## src/rtl/power_grant_arbiter_if.sv

```systemverilog
// Request/grant bundle between the requesters and the power-state arbiter.
// The arbiter side is the slave modport; the requesters/observer side is the master.
interface power_grant_arbiter_if #(
  parameter int unsigned CNT_W = 4
);
  logic             req_0_i;
  logic             req_1_i;
  logic [2:0]       state_o;
  logic             busy_o;
  logic [CNT_W-1:0] hold_cnt_o;
  logic             last_grant_o;

  modport master (
    output req_0_i, req_1_i,
    input  state_o, busy_o, hold_cnt_o, last_grant_o
  );

  modport slave (
    input  req_0_i, req_1_i,
    output state_o, busy_o, hold_cnt_o, last_grant_o
  );
endinterface

```

## src/rtl/power_grant_arbiter.sv

```systemverilog
// Two-requester round-robin arbiter emitting one-hot IDLE/GNT0/GNT1 power-state codes.
// Define POWER_GRANT_HOLD_TIMEOUT_EN to preempt a grant held MAX_HOLD cycles while the other side waits.
module power_grant_arbiter #(
  parameter int unsigned      CNT_W    = 4,
  parameter logic [CNT_W-1:0] MAX_HOLD = CNT_W'(12)
) (
  input  logic                       clock,
  input  logic                       reset,
  power_grant_arbiter_if.slave       bus
);

  typedef enum logic [2:0] {
    IDLE = 3'b001,
    GNT0 = 3'b010,
    GNT1 = 3'b100
  } state_e;

  localparam logic [CNT_W-1:0] HOLD_SAT = {CNT_W{1'b1}};

`ifdef POWER_GRANT_HOLD_TIMEOUT_EN
  localparam bit PREEMPT_EN = 1'b1;
`else
  localparam bit PREEMPT_EN = 1'b0;
`endif

  // Raw 3-bit register so that corrupted (non-one-hot) codes stay representable and recoverable.
  logic [2:0]       state_q, state_d;
  logic [CNT_W-1:0] hold_q, hold_d;
  logic             busy_q, busy_d;
  logic             last_q, last_d;
  logic             timeout_c;

  assign timeout_c = PREEMPT_EN && (hold_q == MAX_HOLD);

  always_ff @(posedge clock) begin
    if (reset) begin
      state_q <= IDLE;
      hold_q  <= '0;
      busy_q  <= 1'b0;
      last_q  <= 1'b1;
    end else begin
      state_q <= state_d;
      hold_q  <= hold_d;
      busy_q  <= busy_d;
      last_q  <= last_d;
    end
  end

  always_comb begin
    state_d = IDLE;
    hold_d  = '0;
    last_d  = last_q;

    case (state_q)
      IDLE: begin
        if (bus.req_0_i && bus.req_1_i) state_d = last_q ? GNT0 : GNT1;
        else if (bus.req_0_i)           state_d = GNT0;
        else if (bus.req_1_i)           state_d = GNT1;
        else                            state_d = IDLE;
      end
      GNT0: begin
        if (bus.req_0_i)      state_d = (timeout_c && bus.req_1_i) ? GNT1 : GNT0;
        else if (bus.req_1_i) state_d = GNT1;
        else                  state_d = IDLE;
      end
      GNT1: begin
        if (bus.req_1_i)      state_d = (timeout_c && bus.req_0_i) ? GNT0 : GNT1;
        else if (bus.req_0_i) state_d = GNT0;
        else                  state_d = IDLE;
      end
      default: state_d = IDLE;
    endcase

    // Counter restarts on any grant entry, counts while the same grant persists, saturates.
    if (state_d != IDLE && state_d == state_q) begin
      hold_d = (hold_q == HOLD_SAT) ? hold_q : hold_q + CNT_W'(1);
    end

    if (state_d != state_q) begin
      if (state_d == GNT0)      last_d = 1'b0;
      else if (state_d == GNT1) last_d = 1'b1;
    end

    busy_d = (state_d != IDLE);
  end

  assign bus.state_o      = state_q;
  assign bus.busy_o       = busy_q;
  assign bus.hold_cnt_o   = hold_q;
  assign bus.last_grant_o = last_q;

endmodule

```

## src/flat_wrapper.sv

```systemverilog
// flat-port wrapper written by rule: the top's interface ports become plain ports
module power_grant_arbiter_flat 
#(
  parameter int unsigned      CNT_W    = 4,
  parameter logic [CNT_W-1:0] MAX_HOLD = CNT_W'(12)
)
  (clock, reset, bus_req_0_i, bus_req_1_i, bus_state_o, bus_busy_o, bus_hold_cnt_o, bus_last_grant_o);
  power_grant_arbiter_if #(.CNT_W(CNT_W)) bus_i ();
  input  logic clock;
  input  logic reset;
  input wire logic [$bits(bus_i.req_0_i)-1:0] bus_req_0_i;
  input wire logic [$bits(bus_i.req_1_i)-1:0] bus_req_1_i;
  output wire logic [$bits(bus_i.state_o)-1:0] bus_state_o;
  output wire logic [$bits(bus_i.busy_o)-1:0] bus_busy_o;
  output wire logic [$bits(bus_i.hold_cnt_o)-1:0] bus_hold_cnt_o;
  output wire logic [$bits(bus_i.last_grant_o)-1:0] bus_last_grant_o;
  assign bus_i.req_0_i = bus_req_0_i;
  assign bus_i.req_1_i = bus_req_1_i;
  assign bus_state_o = bus_i.state_o;
  assign bus_busy_o = bus_i.busy_o;
  assign bus_hold_cnt_o = bus_i.hold_cnt_o;
  assign bus_last_grant_o = bus_i.last_grant_o;
  power_grant_arbiter #(.CNT_W(CNT_W), .MAX_HOLD(MAX_HOLD)) u_core (.clock(clock), .reset(reset), .bus(bus_i));
endmodule
```

## config.mk

```make
export PLATFORM = sky130hd
export DESIGN_NAME = power_grant_arbiter_flat
export DESIGN_NICKNAME = d
export VERILOG_FILES = /design/src/rtl/power_grant_arbiter_if.sv /design/src/rtl/power_grant_arbiter.sv /design/src/flat_wrapper.sv
export SDC_FILE = /design/constraint.sdc
export NUM_CORES = 1
export LEC_CHECK = 0
export ABC_AREA = 1
export CELL_PAD_IN_SITES_DETAIL_PLACEMENT = 0
export CELL_PAD_IN_SITES_GLOBAL_PLACEMENT = 1
export CORE_UTILIZATION = 34
export DETAILED_ROUTE_END_ITERATION = 8
export GPL_TIMING_DRIVEN = 0
export PLACE_DENSITY = 0.78
export SKIP_CTS_REPAIR_TIMING = 1
export SYNTH_ARGS = -nofsm -noshare
export SYNTH_HDL_FRONTEND = slang
export SYNTH_SLANG_ARGS = --single-unit
```

## constraint.sdc

```tcl
create_clock -name clock -period 1.88 [get_ports clock]
set_input_delay 0.376 -clock clock [delete_from_list [all_inputs] [get_ports clock]]
set_output_delay 0.376 -clock clock [all_outputs]
set_load 0.005 [all_outputs]
```

==> Word-level counts from Yosys, hierarchy flattened <==
Cells that the tools add are included.
{ "classes": {"add_sub_neg": 1, "n_eq_ne": 9, "n_mux": 9, "n_bitwise": 1, "n_reduce_logical": 5} }
{ "op_table": {"columns": ["operator", "count"], "rows": [
  ["$mux 3", 5],
  ["$pmux 3 s3", 1],
  ["$eq 3x2->1 const B", 2],
  ["$eq 3x3->1 const B", 2],
  ["$add 4x1->4 const B", 1],
  ["$eq 4x4->1 const B", 1],
  ["$eq 3x1->1 const B", 1],
  ["$eq 3x3->1", 1],
  ["$ne 3x1->1 const B", 1],
  ["$ne 3x3->1", 1],
  ["$logic_and 1x1->1", 2],
  ["$mux 1", 2],
  ["$mux 2", 1],
  ["$reduce_and 2->1", 1],
  ["$reduce_bool 2->1", 1],
  ["$reduce_or 2->1", 1],
  ["$not 1->1", 1]
]} }
{ "word_totals": {"register_bits": 9, "word_cells": 29} }

==> Longest topological paths before layout <==
{ "depth": {"depth_word": 8, "mapped_depth": 12, "mapped_depth_nobuf": 12} }

==> Worst setup path before layout <==
Ideal clock, no wire load.
{ "synth_timing": {"path_type": "reg-to-reg", "start": "reg u_core.state_q[1] (netlist: u_core.bus.state_o[1])", "end": "reg u_core.last_q (netlist: u_core.bus.last_grant_o)", "setup_time_ns": 0.112, "t_arrival_ns": 1.127, "required_ns": 1.768, "path_slack_ns": 0.641, "stages_incl_launch_ff": 13, "cell_sequence": "dfxtp_1 -> nor2_1 -> nand2_1 -> nand3_2 -> nand2_1 -> inv_1 -> nand2_2 -> nand2_2 -> nand2_2 -> nand2_1 -> nand2_1 -> nand2_1 -> nand2_1"} }
{ "synth_via": {"elab_chain_len": 5} }
{ "synth_rtl": {"columns": ["item", "line", "rtl"], "rows": [
  ["start, declared", "power_grant_arbiter.sv:27", "logic [2:0] state_q, state_d;"],
  ["start signal, assigned", "power_grant_arbiter.sv:42", "state_q <= state_d;"],
  ["$eq 3x3->1, or another cell as far along", "power_grant_arbiter.sv:54", "case (state_q)"],
  ["$pmux 3 s3", "power_grant_arbiter.sv:54", null],
  ["$eq 3x3->1 / $eq 3x2->1 (equally long branches)", "power_grant_arbiter.sv:81, power_grant_arbiter.sv:80", null],
  ["$reduce_bool 2->1 (no line)", null, null],
  ["$reduce_and 2->1 (no line)", null, null],
  ["end signal, assigned", "power_grant_arbiter.sv:45", "last_q <= last_d;"],
  ["end, declared", "power_grant_arbiter.sv:30", "logic last_q, last_d;"]
]} }
Several ways; a longest one is shown, not always the timed one.
A chain may end at the register's enable or synchronous reset.

==> Worst setup path after layout <==
{ "layout_timing": {"start": "reg u_core.state_q[2] (netlist: u_core.bus.state_o[2])", "end": "out bus_state_o[2]"} }
{ "layout_lines": {"columns": ["item", "line", "rtl"], "rows": [
  ["end, declared", "flat_wrapper.sv:13", "output wire logic [$bits(bus_i.state_o)-1:0] bus_state_o;"]
]} }
No word-level cell between the ends.

==> metrics.txt <==
Final ANT Viol Nets 0; Overflow after GRT 0; Inserted Clock Buffers 3; simple-gate share of the synthesized area 45.4%; sequential-to-total area share from yosys stat 34.0%; minimum clock period 1.69 ns; gpl congestion 0.744; Hold Path Class flip-flop to flip-flop; Critical Path AT 1.31 ns; post-placement cell area 668 µm²; maximum clock rate 593 MHz; Seq pwr share 40.8%; largest family of logic cells by synthesized area simple AND/OR/NAND/NOR gates; n_diodes 0; Wirelength per Cell 9.58 µm; largest incremental delay on the critical path 0.56 ns; Post-Syn Area 529 µm²; Top delay family on crit path buffers and inverters; min-delay src u_core.bus.last_grant_o; initial antenna violation count 0; DP Worst Slack 0.0230 ns; Power Dens Cells 835 mW/mm²; Reg2Reg Depth 8; Leak Pwr 0.347 nW; RSZ-0062 raised after global routing no; total wire length 1060 µm; Vias 522; Top Ports 13; complex-gate fraction of the synthesized area 5.91%; Post-DP HPWL 853 µm; slew margin rel. 79.9%; Setup TNS 0 ns; CTS Root Cell clkbuf_4; Final Hold Fails 0; # DRC 0; Crit Reg-Reg Startpoint u_core.bus.state_o[2]; global-route usage over all layers 14.1%; Final Skew 0.00577 ns; router iterations before antenna repair 4; Switching Power 197 µW; Final #Nets 102; Core Region 0.00137 mm²; setup ws final 0.193 ns; WP buf/inv 1; drt initial violations 7; clock share of power 25.3%; final max-slew violation count 0; critical path class flip-flop to primary output; Sw Share 34.1%; synth warn 0; die footprint 0.00172 mm²; vias in the first global route 451; Levels on crit path 1; RR Endpoint u_core.bus.hold_cnt_o[1]; mux contribution to synthesized area 0%; peak supply drop 0.452 mV; largest net degree at the start of global routing 9; clk buf depth 2; max-cap violations 0; Slew @ Worst Pin 0.301 ns; slowest CP cell clkdlybuf4s50_1; Critical Path Start Type flip-flop; P_int 382 µW; Vias per Instance 4.70; CP Capture Type primary output; outcome finished clean; CTS tree built; cell area after layout 694 µm²; xor/xnor share of the synthesized area 1.65%; height of the die 41.5 µm; Logic pwr share 33.9%; CP Data Required Time 1.50 ns; hold depth 2; Final setup violation count 0; Starting Density 38.7%; PortBufs 12; Worst Hold Endpoint u_core.bus.last_grant_o; clock-pin transition on the worst setup and hold timing paths 0.06 ns; Layout area overhead 31.2%; Die W 41.5 µm; Net Count, Synth 85; first-pass GRT wire length 1810 µm; Synth Area in Adders 2.36%; worst-path maximum fanout 8; Post-Synthesis Cells 80; Clock Sinks 9; internal reg-to-reg setup slack 0.43 ns; FF+latch count, synth 9; Syn Area/Cell 6.62 µm²; CP Cell Sequence clkdlybuf4s50_1; library cells used by synthesis 16; H-tree depth 1; Worst-Skew Late Latency 0.26 ns; FP Rows 13; fraction of layout cells with a size suffix above 1 15.6%; final cycle utilization of the critical path 89.7%
-- cell type report --
class / instances / area (µm²)
fillers: 142 / 672
repair buffers: 12 / 120
flip-flops and latches: 9 / 180
inverters: 15 / 56.3
clock buffers: 4 / 26.3
multi-input cells: 56 / 293
well taps: 15 / 18.8
-- registers in the layout, summed over array words and instances, names as in the netlist --
signal,count
u_core.bus.hold_cnt_o,4
u_core.bus.busy_o,1
u_core.bus.last_grant_o,1
u_core.bus.state_o,3
-- power by group through the flow --
stage          combinational, mW  clock, mW  sequential (mW)
6_report                   0.196      0.147            0.237
5_1_grt                    0.224      0.172            0.240
4_1_cts                    0.198      0.156            0.237
3_5_place_dp               0.197          0            0.241
3_3_place_gp               0.200          0            0.240
2_1_floorplan              0.126          0            0.238
-- through the flow --
| stage | total power, mW | hold WS (ns) | instances | util [%] |
|---|---|---|---|---|
| after global placement | 0.440 | 0.457 | 107 | 48.9 |
| after detailed placement | 0.438 | 0.466 | 107 | 48.9 |
| final | 0.580 | 0.466 | 111 | 50.8 |
| after global routing | 0.637 | 0.507 | 111 | 50.8 |
| after CTS | 0.591 | 0.476 | 111 | 50.8 |
| after floorplan | 0.364 | 0.448 | 80 | - |
-- Yosys cell counts --
| library cell | count | area (µm²) |
|---|---|---|
| dfxtp_1 | 9 | 180 |
| nand2_1 | 18 | 67.6 |
| nand4_1 | 4 | 25.0 |
| inv_2 | 2 | 7.51 |
| and3_1 | 1 | 6.26 |
| xor2_1 | 1 | 8.76 |
| inv_1 | 13 | 48.8 |
| o21ai_0 | 3 | 15.0 |
| nor2_2 | 2 | 12.5 |
| nand3_1 | 8 | 40.0 |
| a21oi_2 | 1 | 8.76 |
| nor2_1 | 9 | 33.8 |
| ha_1 | 1 | 12.5 |
| nand3_2 | 3 | 30.0 |
| nand2_2 | 4 | 25.0 |
| o31ai_1 | 1 | 7.51 |
-- layer usage --
layer	part of all wire [%]	global-route usage (%)	up-vias
li1	-	-	287
met1	54	18.6	223
met2	40	19.7	12
met3	6.2	6.52	0
met4	0	5.81	0
met5	0	0	-
-- worst max-delay path by stage --
stage | from | endpoint | slack (ns)
after floorplan | u_core.bus.state_o[1] | u_core.bus.last_grant_o | 0.64
after CTS | u_core.bus.state_o[2] | bus_state_o[2] | 0.18
after global routing | u_core.bus.state_o[2] | bus_state_o[2] | 0.12
after global placement | bus_req_0_i | u_core.bus.hold_cnt_o[1] | 0.02
final | u_core.bus.state_o[2] | bus_state_o[2] | 0.19
after detailed placement | bus_req_0_i | u_core.bus.hold_cnt_o[1] | 0.02
-- logic make-up after synthesis --
kind of cell / after synthesis
adders and majority gates: 1
DFF: 9
and+or+nand+nor: 49
AOI/OAI and AO/OA: 5
buffers and inverters: 15
xor gates and xnor gates: 1
-- cell usage in the layout, fill, tap and decap left out --
cell type	Yosys	final
o21ai_0	3	3
nor2_2	2	2
a21oi_2	1	1
nor2_1	9	9
clkbuf_1	0	1
clkdlybuf4s50_1	0	12
nand3_2	3	3
o31ai_1	1	1
nand4_1	4	4
inv_2	2	2
ha_1	1	1
nand2_2	4	4
and3_1	1	1
nand2_1	18	18
nand3_1	8	8
dfxtp_1	9	9
xor2_1	1	1
clkbuf_4	0	3
inv_1	13	13
Power figures use the tool's default switching activity.
